$ cat config.mk
export PLATFORM = sky130hd
export DESIGN_NAME = interrupt_sequencer
export DESIGN_NICKNAME = d
export VERILOG_FILES = /design/src/rtl/interrupt_sequencer_pkg.sv /design/src/rtl/interrupt_sequencer_nmi_edge_latch.sv /design/src/rtl/interrupt_sequencer.sv
export SDC_FILE = /design/constraint.sdc
export NUM_CORES = 1
export LEC_CHECK = 0
export CELL_PAD_IN_SITES_DETAIL_PLACEMENT = 1
export CELL_PAD_IN_SITES_GLOBAL_PLACEMENT = 2
export CORE_UTILIZATION = 24
export DETAILED_ROUTE_END_ITERATION = 12
export PLACE_DENSITY = 0.87
export SLEW_MARGIN = 10
export SYNTH_ARGS = -nofsm -noshare
export SYNTH_HDL_FRONTEND = slang
export SYNTH_HIERARCHICAL = 1
export SYNTH_SLANG_ARGS = --single-unit
$ cat constraint.sdc
create_clock -name clk -period 3.2 [get_ports clk]
set_input_delay 0.8 -clock clk [delete_from_list [all_inputs] [get_ports clk]]
set_output_delay 0.8 -clock clk [all_outputs]
set_load 0.005 [all_outputs]
$ cat src/rtl/interrupt_sequencer_pkg.sv
// Shared definitions for the interrupt/reset microsequencer.
// Holds the default vector addresses and stack page, the cause encoding
// presented on the cause port, the sequencer state encoding, and the helper
// that builds the status byte written to the stack.
package interrupt_sequencer_pkg;

  localparam logic [15:0] NMI_VEC_DEF    = 16'hFFFA;
  localparam logic [15:0] RES_VEC_DEF    = 16'hFFFC;
  localparam logic [15:0] IRQ_VEC_DEF    = 16'hFFFE;
  localparam logic [7:0]  STACK_PAGE_DEF = 8'h01;
  localparam int          I_BIT_DEF      = 2;

  typedef enum logic [1:0] {
    CAUSE_RES = 2'd0,
    CAUSE_NMI = 2'd1,
    CAUSE_IRQ = 2'd2,
    CAUSE_BRK = 2'd3
  } cause_e;

  typedef enum logic [2:0] {
    ST_IDLE     = 3'd0,
    ST_PUSH_PCH = 3'd1,
    ST_PUSH_PCL = 3'd2,
    ST_PUSH_P   = 3'd3,
    ST_VEC_LO   = 3'd4,
    ST_VEC_HI   = 3'd5,
    ST_LOAD     = 3'd6
  } state_e;

  // flags = {N,V,D,I,Z,C}; the pushed byte always carries bit 5 set and
  // the B bit set only for a software break.
  function automatic logic [7:0] pushed_status(input logic [5:0] flags,
                                               input logic       brk);
    return {flags[5:4], 1'b1, brk, flags[3:0]};
  endfunction

endpackage

$ cat src/rtl/interrupt_sequencer_nmi_edge_latch.sv
// NMI edge detector and pending flag.
// Ports:
//   clk  in  system clock
//   res  in  asynchronous reset, active-high
//   q    in  qualified cycle (clk_enable && rdy); nothing changes without it
//   nmi  in  raw NMI line
//   clr  in  clear request, honoured on a qualified edge
//   pend out NMI pending
module nmi_edge_latch (
  input  logic clk,
  input  logic res,
  input  logic q,
  input  logic nmi,
  input  logic clr,
  output logic pend
);

  logic nmi_q;
  logic pend_q;

  // A new rising edge wins over a same-edge clear so it is never lost.
  always_ff @(posedge clk or posedge res) begin
    if (res) begin
      nmi_q  <= 1'b0;
      pend_q <= 1'b0;
    end else if (q) begin
      nmi_q <= nmi;
      if (nmi && !nmi_q) begin
        pend_q <= 1'b1;
      end else if (clr) begin
        pend_q <= 1'b0;
      end
    end
  end

  assign pend = pend_q;

endmodule

$ cat src/rtl/interrupt_sequencer.sv
// Interrupt/reset microsequencer: owns the bus for RES, NMI, IRQ and BRK
// entry. Pushes PCH, PCL and P (dummy stack reads for RES), fetches the
// vector and loads PC. Decode fetches opcodes only while busy is low.
// Ports:
//   clk, res (async, active-high), clk_enable, rdy   clocking / stall
//   irq, nmi, brk_req, boundary                      entry requests
//   pc, sp, status, data_in                          CPU state and read data
//   busy, address, data_out, rw                      bus ownership and cycle
//   sp_dec, set_i, pc_load, pc_value                 one-q-cycle side effects
//   cause                                            entry cause while busy
module interrupt_sequencer
  import interrupt_sequencer_pkg::*;
#(
  parameter int                ADDR_W     = 16,
  parameter int                DATA_W     = 8,
  parameter logic [7:0]        STACK_PAGE = STACK_PAGE_DEF,
  parameter logic [ADDR_W-1:0] NMI_VEC    = NMI_VEC_DEF,
  parameter logic [ADDR_W-1:0] RES_VEC    = RES_VEC_DEF,
  parameter logic [ADDR_W-1:0] IRQ_VEC    = IRQ_VEC_DEF,
  parameter int                I_BIT      = I_BIT_DEF
) (
  input  logic              clk,
  input  logic              res,
  input  logic              clk_enable,
  input  logic              rdy,
  input  logic              irq,
  input  logic              nmi,
  input  logic              brk_req,
  input  logic              boundary,
  input  logic [ADDR_W-1:0] pc,
  input  logic [7:0]        sp,
  input  logic [6:0]        status,
  input  logic [DATA_W-1:0] data_in,
  output logic              busy,
  output logic [ADDR_W-1:0] address,
  output logic [DATA_W-1:0] data_out,
  output logic              rw,
  output logic              sp_dec,
  output logic              set_i,
  output logic              pc_load,
  output logic [ADDR_W-1:0] pc_value,
  output logic [1:0]        cause
);

  state_e            state_q, state_d;
  cause_e            cause_q, cause_d;
  logic [ADDR_W-1:0] pc_q, pc_d;
  logic [DATA_W-1:0] lo_q, lo_d;
  logic              q_en;
  logic              nmi_pend;
  logic              nmi_clr;
  logic [ADDR_W-1:0] stack_addr;
  logic              unused_b_flag;

  assign q_en          = clk_enable & rdy;
  assign stack_addr    = ADDR_W'({STACK_PAGE, sp});
  assign unused_b_flag = status[4];

  function automatic logic [ADDR_W-1:0] vec_for(input cause_e c);
    case (c)
      CAUSE_RES: return RES_VEC;
      CAUSE_NMI: return NMI_VEC;
      default:   return IRQ_VEC;
    endcase
  endfunction

  nmi_edge_latch u_nmi (
    .clk  (clk),
    .res  (res),
    .q    (q_en),
    .nmi  (nmi),
    .clr  (nmi_clr),
    .pend (nmi_pend)
  );

  always_comb begin
    state_d = state_q;
    cause_d = cause_q;
    pc_d    = pc_q;
    lo_d    = lo_q;
    nmi_clr = 1'b0;
    case (state_q)
      ST_IDLE: begin
        if (boundary && (nmi_pend || brk_req || (irq && !status[I_BIT]))) begin
          state_d = ST_PUSH_PCH;
          pc_d    = pc;
          if (nmi_pend)     cause_d = CAUSE_NMI;
          else if (brk_req) cause_d = CAUSE_BRK;
          else              cause_d = CAUSE_IRQ;
        end
      end
      ST_PUSH_PCH: state_d = ST_PUSH_PCL;
      ST_PUSH_PCL: state_d = ST_PUSH_P;
      ST_PUSH_P: begin
        state_d = ST_VEC_LO;
        // A pending NMI steals an IRQ/BRK entry before its vector fetch.
        if ((cause_q == CAUSE_IRQ || cause_q == CAUSE_BRK) && nmi_pend) begin
          cause_d = CAUSE_NMI;
        end
      end
      ST_VEC_LO: begin
        state_d = ST_VEC_HI;
        nmi_clr = (cause_q == CAUSE_NMI);
      end
      ST_VEC_HI: begin
        state_d = ST_LOAD;
        lo_d    = data_in;
      end
      default: state_d = ST_IDLE;
    endcase
  end

  always_comb begin
    busy     = (state_q != ST_IDLE);
    address  = '0;
    data_out = '0;
    rw       = 1'b1;
    sp_dec   = 1'b0;
    set_i    = 1'b0;
    pc_load  = 1'b0;
    pc_value = '0;
    cause    = cause_q;
    case (state_q)
      ST_PUSH_PCH, ST_PUSH_PCL, ST_PUSH_P: begin
        address = stack_addr;
        sp_dec  = 1'b1;
        if (cause_q != CAUSE_RES) begin
          rw = 1'b0;
          if (state_q == ST_PUSH_PCH)      data_out = pc_q[ADDR_W-1 -: DATA_W];
          else if (state_q == ST_PUSH_PCL) data_out = pc_q[DATA_W-1:0];
          else data_out = DATA_W'(pushed_status({status[6:5], status[3:0]},
                                                cause_q == CAUSE_BRK));
        end
      end
      ST_VEC_LO: begin
        address = vec_for(cause_q);
        set_i   = 1'b1;
      end
      ST_VEC_HI: address = vec_for(cause_q) + ADDR_W'(1);
      ST_LOAD: begin
        pc_value = ADDR_W'({data_in, lo_q});
        pc_load  = 1'b1;
      end
      default: ;
    endcase
    // Reset forces the bus quiet immediately, independent of the clock.
    if (res) begin
      busy     = 1'b1;
      address  = '0;
      data_out = '0;
      rw       = 1'b1;
      sp_dec   = 1'b0;
      set_i    = 1'b0;
      pc_load  = 1'b0;
      pc_value = '0;
    end
  end

  always_ff @(posedge clk or posedge res) begin
    if (res) begin
      state_q <= ST_PUSH_PCH;
      cause_q <= CAUSE_RES;
    end else if (q_en) begin
      state_q <= state_d;
      cause_q <= cause_d;
    end
  end

  always_ff @(posedge clk) begin
    if (q_en) begin
      pc_q <= pc_d;
      lo_q <= lo_d;
    end
  end

endmodule
Word level (Yosys, flattened, before mapping)
Cells that the tools add are included.
- bits in registers: 31
- latch bits: 0
- memory bits (writable): 0
- bits in read-only memories: 0
- input bits: 47
- output and inout port bits: 47
- logic and storage cells: 71
- memories kept: 0
- add/subtract/negate cells: 1
- multiply operators: 0
- div/mod/pow operators: 0
- $lt $le $gt $ge: 0
- equal/unequal tests: 11
- shifts and indexed selects: 0
- multiplexer cells: 31
- bitwise logic cells: 1
- reduce and logical (&&, ||, !) cells: 21
- operators by type and width (cell ; number):
    16-bit 2-to-1 mux ; 4
    16-bit case mux with 3 select lines ; 1
    8-bit 2-to-1 mux ; 5
    3-bit case mux with 6 select lines ; 1
    16-bit by 1-bit adder with 16-bit output (second input constant) ; 1
    1-bit 2-to-1 mux ; 14
    3-bit == test (second input constant) ; 3
    3-bit by 2-bit == test with 1-bit output (second input constant) ; 2
    2-bit 2-to-1 mux ; 3
    3-bit case mux with 2 select lines ; 1
    2-bit AND reduction ; 3
    2-bit nonzero test ; 3
    2-bit == test (second input constant) ; 2
    1-bit logical AND ; 4
    2-bit inequality test (second input constant) ; 2
    2-bit case mux with 2 select lines ; 1
    4-bit AND reduction ; 1
    3-bit by 1-bit == test with 1-bit output (second input constant) ; 1
    3-bit zero test ; 1
    1-bit logical OR ; 3
    3-bit 2-to-1 mux ; 1
    3-bit AND reduction ; 1
    3-bit nonzero test ; 1
    3-bit OR reduction ; 1
    other kinds (4) ; 5

Depth between registers and ports, before layout
- word-level depth: 6
- gate-level depth with buffers: 5
- gate-level depth less buffers: 4

Modules after synthesis
The synthesis kept the hierarchy.
- by module, submodules not included (module ; instances ; cells each ; area each (um^2) ; seq. area each (um^2)):
    interrupt_sequencer ; 1 ; 135 ; 1575.3 ; 847.1
    nmi_edge_latch ; 1 ; 8 ; 78.8 ; 50.0

Worst setup path after synthesis
Ideal clock, no wire load.
- path kind: in2out
- start point: input res
- end point: output address[2]
- arrival: 1725 ps
- data required time: 2400 ps
- path slack: 675 ps
- stages on the path: 3
- path buffers: 1
- cells stage by stage: clkbuf_1 > nor2_1 > a22o_1
- cells in the longest elaborated chain, start to end: 1
- ends and longest elaborated chain (element ; line ; RTL):
    start, declared ; interrupt_sequencer.sv:23 ; input logic res,
    16-bit 2-to-1 mux ; interrupt_sequencer.sv:147 ; if (res) begin
    end, declared ; interrupt_sequencer.sv:35 ; output logic [ADDR_W-1:0] address,
No other way between the ends.

Worst setup path after layout
- start point: input res
- end point: output data_out[0]
- cells in the longest elaborated chain, start to end: 1
- ends and longest elaborated chain (element ; line ; RTL):
    8-bit 2-to-1 mux ; interrupt_sequencer.sv:147 ;
    end, declared ; interrupt_sequencer.sv:36 ; output logic [DATA_W-1:0] data_out,
No other way between the ends.

==> key figures <==
Clock network
  • Max H-tree Level: 2
  • Clock Tree Buf Depth: 2
  • Worst-Skew Late Latency: about 270 ps
  • Clk root buf: clkbuf_8
  • Clock sink total: 31
  • Setup repair bufs after CTS: 0
  • CTS Buf Count: 5
  • CTS tree: yes
  • Worst-path clk slew: 60 ps

Worst setup path
  • Worst R2R Setup Slack: 1390 ps
  • Critical Path AT: 2300 ps
  • WP data required: 2400 ps
  • Worst r2r dst: cause[1]
  • Worst Path Max Fanout: 9
  • Worst Path Buf+Inv: 2
  • Worst reg-to-reg path cell count: 4
  • Crit Path Category: in -> out
  • Slowest cell delay on critical path: 530 ps
  • CP top delay family: buffers and inverters
  • R2R Path Start: state_q[2]
  • Nature of the critical path endpoint: primary output
  • Cell Chain, Critical Path: dlygate4sd2_1, nor3_4, o21ai_4, a211oi_2, clkdlybuf4s50_1
  • Worst setup SP type: input port
  • CP max stage cell: clkdlybuf4s50_1

Route
  • DRC errors left: 0
  • Vias: 1447
  • Iteration-0 DRC Markers: 33
  • Drt pass-1 iters: 3
  • DR WL/cell: 14.1 um
  • Total Routed Length: roughly 4.5 mm
  • Post-route ant nets: 0
  • Vias per inst: between 4 and 5

Synth
  • Dominant cell type by area after synthesis: edfxtp_1
  • Share of the synthesized area in the top cell type: 43.6%
  • FF+latch count, synth: 31
  • Cells after Synth: 143
  • Ys Warns: 6
  • Post-Syn Area: 1650 sq um
  • Asr flop ratio synth: 22.6%
  • Post-synth EDFFs: 24
  • Sequential share of the synthesized area: 54.2%
  • Syn_area_per_cell: 11.6 sq um
  • Most common cell in the netlist: edfxtp_1
  • Synth cell types: 37
  • Synth Flop Type: edfxtp_1
  • Mapped Nets: 190
  • Top cells by count, synth: edfxtp_1, and2_1, nor2_1
  • Synth top area cells: edfxtp_1, dfrtp_1, and2_1

STA
  • Final Critical Period: 3100 ps
  • Final setup vio count: 0
  • Hold WS: 453 ps
  • Final Max Tran Viols: 0
  • Worst rel slew slack: between 60% and 70%
  • Setup Skew: 4.53 ps
  • Slew @ Worst Pin: 557 ps
  • Fin. Hold Viols: 0
  • RSZ-0062 raised after global routing: no
  • Fin crit share: 97.0%
  • Post-route setup slack: 96.2 ps
  • Max Clk Rate: between 300 and 400 MHz

Floorplanning
  • IO Count: 94
  • Core area: roughly 6500 sq um
  • Initial Util: roughly a quarter
  • Die area: about 7200 sq um
  • Site Rows: 29
  • Die H: 85.0 um
  • Die X: 85.0 um

Layout
  • Area grow syn2layout: 66.9%
  • Filler Cell Count: 707
  • Final Instance Area: roughly 2800 sq um
  • Share of layout cells above drive strength 1: 13.7%
  • Total Nets Final: ~290
  • Diodes inserted: 0

Placement
  • Dpl ws: -209 ps
  • Placer Congestion: 0.726
  • Dpl cell area: 2670 sq um
  • Hpwl dp: 3.43 mm
  • Port bufs: 92

Global routing
  • Largest net degree at the start of global routing: 19
  • Number of global-route vias before repair: 1569
  • First-pass GRT wire length: 7.31 mm
  • Initial antenna violation count: 0
  • GRT overflow: 0
  • Gr usage total: 12.9%

Min path
  • Hold Crit Depth: 1
  • Min-Delay Path Class: reg -> reg
  • Hold Crit Start: u_nmi/nmi_q
  • Hold Crit Endpoint: u_nmi/pend

Pwr
  • VDD IR-drop max: 0.250 mV
  • Design Power: 0.00172 W
  • Pwr/cell area: 624 nW/um^2
  • LEAKAGE: 1.06 nW

Flow run
  • Max Cap Violations: 0

Outcome
  • Status: completed
[power by group]
part	internal, W	total, W	leakage (nW)	switching, W
Combinational	0.000474	0.000818	0.719	0.000345
Clock	0.000172	0.000309	0.0459	0.000137
Sequential	0.000493	0.000596	0.297	0.000103
[layout make-up]
cell class	count	area (sq um)	share of cell area (%)
timing repair buffer	103	1000	36.3
clock buffer	7	86.3	3.13
clock inverter	1	3.75	0.136
inverter	5	18.8	0.680
sequential	31	897	32.5
multi-input combinational	94	657	23.8
tap	77	96.3	3.49
[registers in the layout (all words and copies together), names as in the netlist]
| register | cells |
|---|---|
| cause | 2 |
| u_nmi/pend | 1 |
| pc_q | 16 |
| state_q | 3 |
| u_nmi/nmi_q | 1 |
| lo_q | 8 |
[layer usage]
metal  track usage (%)  wire length (um)  vias up  part of all wire (%)
li1                  -                 -      706                     -
met1              14.8              1820      678                    41
met2              23.2              2290       58                    51
met3              4.18               328        5                   7.3
met4              3.24                41        0                  0.92
met5                 0                 0        -                     0
[layout by cell type (no fill, tap or decap), types with 3 or more instances in the layout]
cell and count:
and3_1 3, clkbuf_8 6, mux2i_1 6, a31oi_1 3, nor2_1 14, a21o_1 5
o21ai_0 5, dfrtp_1 6, clkdlybuf4s50_1 91, edfxtp_1 24, nand2_1 6, a211oi_2 7
buf_4 11, inv_1 5, and2_1 16, nand2b_1 3, nor3_1 4
[per-stage QoR]
step                      setup TNS, ps  instances  utilization, %
after detailed placement          -3480        310            41.1
after CTS                             0        318            42.5
final                                 0        318            42.5
after floorplan                       0        143               -
after global routing                  0        318            42.5
after global placement            -2780        310            41.1
[worst max path at each step]
stage | start | slack (ps) | endpoint | cells after the start
floorplan | res | 680 | address[2] | 3
global placement | res | -150 | data_out[0] | 5
detailed placement | res | -210 | data_out[2] | 5
CTS | res | 50 | data_out[2] | 5
global route | res | 0.6 | address[6] | 6
finish | res | 100 | data_out[0] | 5
[cell families after synthesis]
logic type,after synthesis,synth area share [%]
simple gates,56,18.9
flops,31,54.2
compound gates,30,15.8
buf+inv,18,6.05
mux,8,4.99
[what timing repair did]
| item | 4_1_cts | 5_1_grt |
|---|---|---|
| resized for setup | 1 | 0 |
| hold buffers | 0 | 0 |
| endpoints found under the setup margin | 37 | 0 |
| endpoints found under the hold margin | 0 | 0 |
Power figures use the tool's default switching activity.
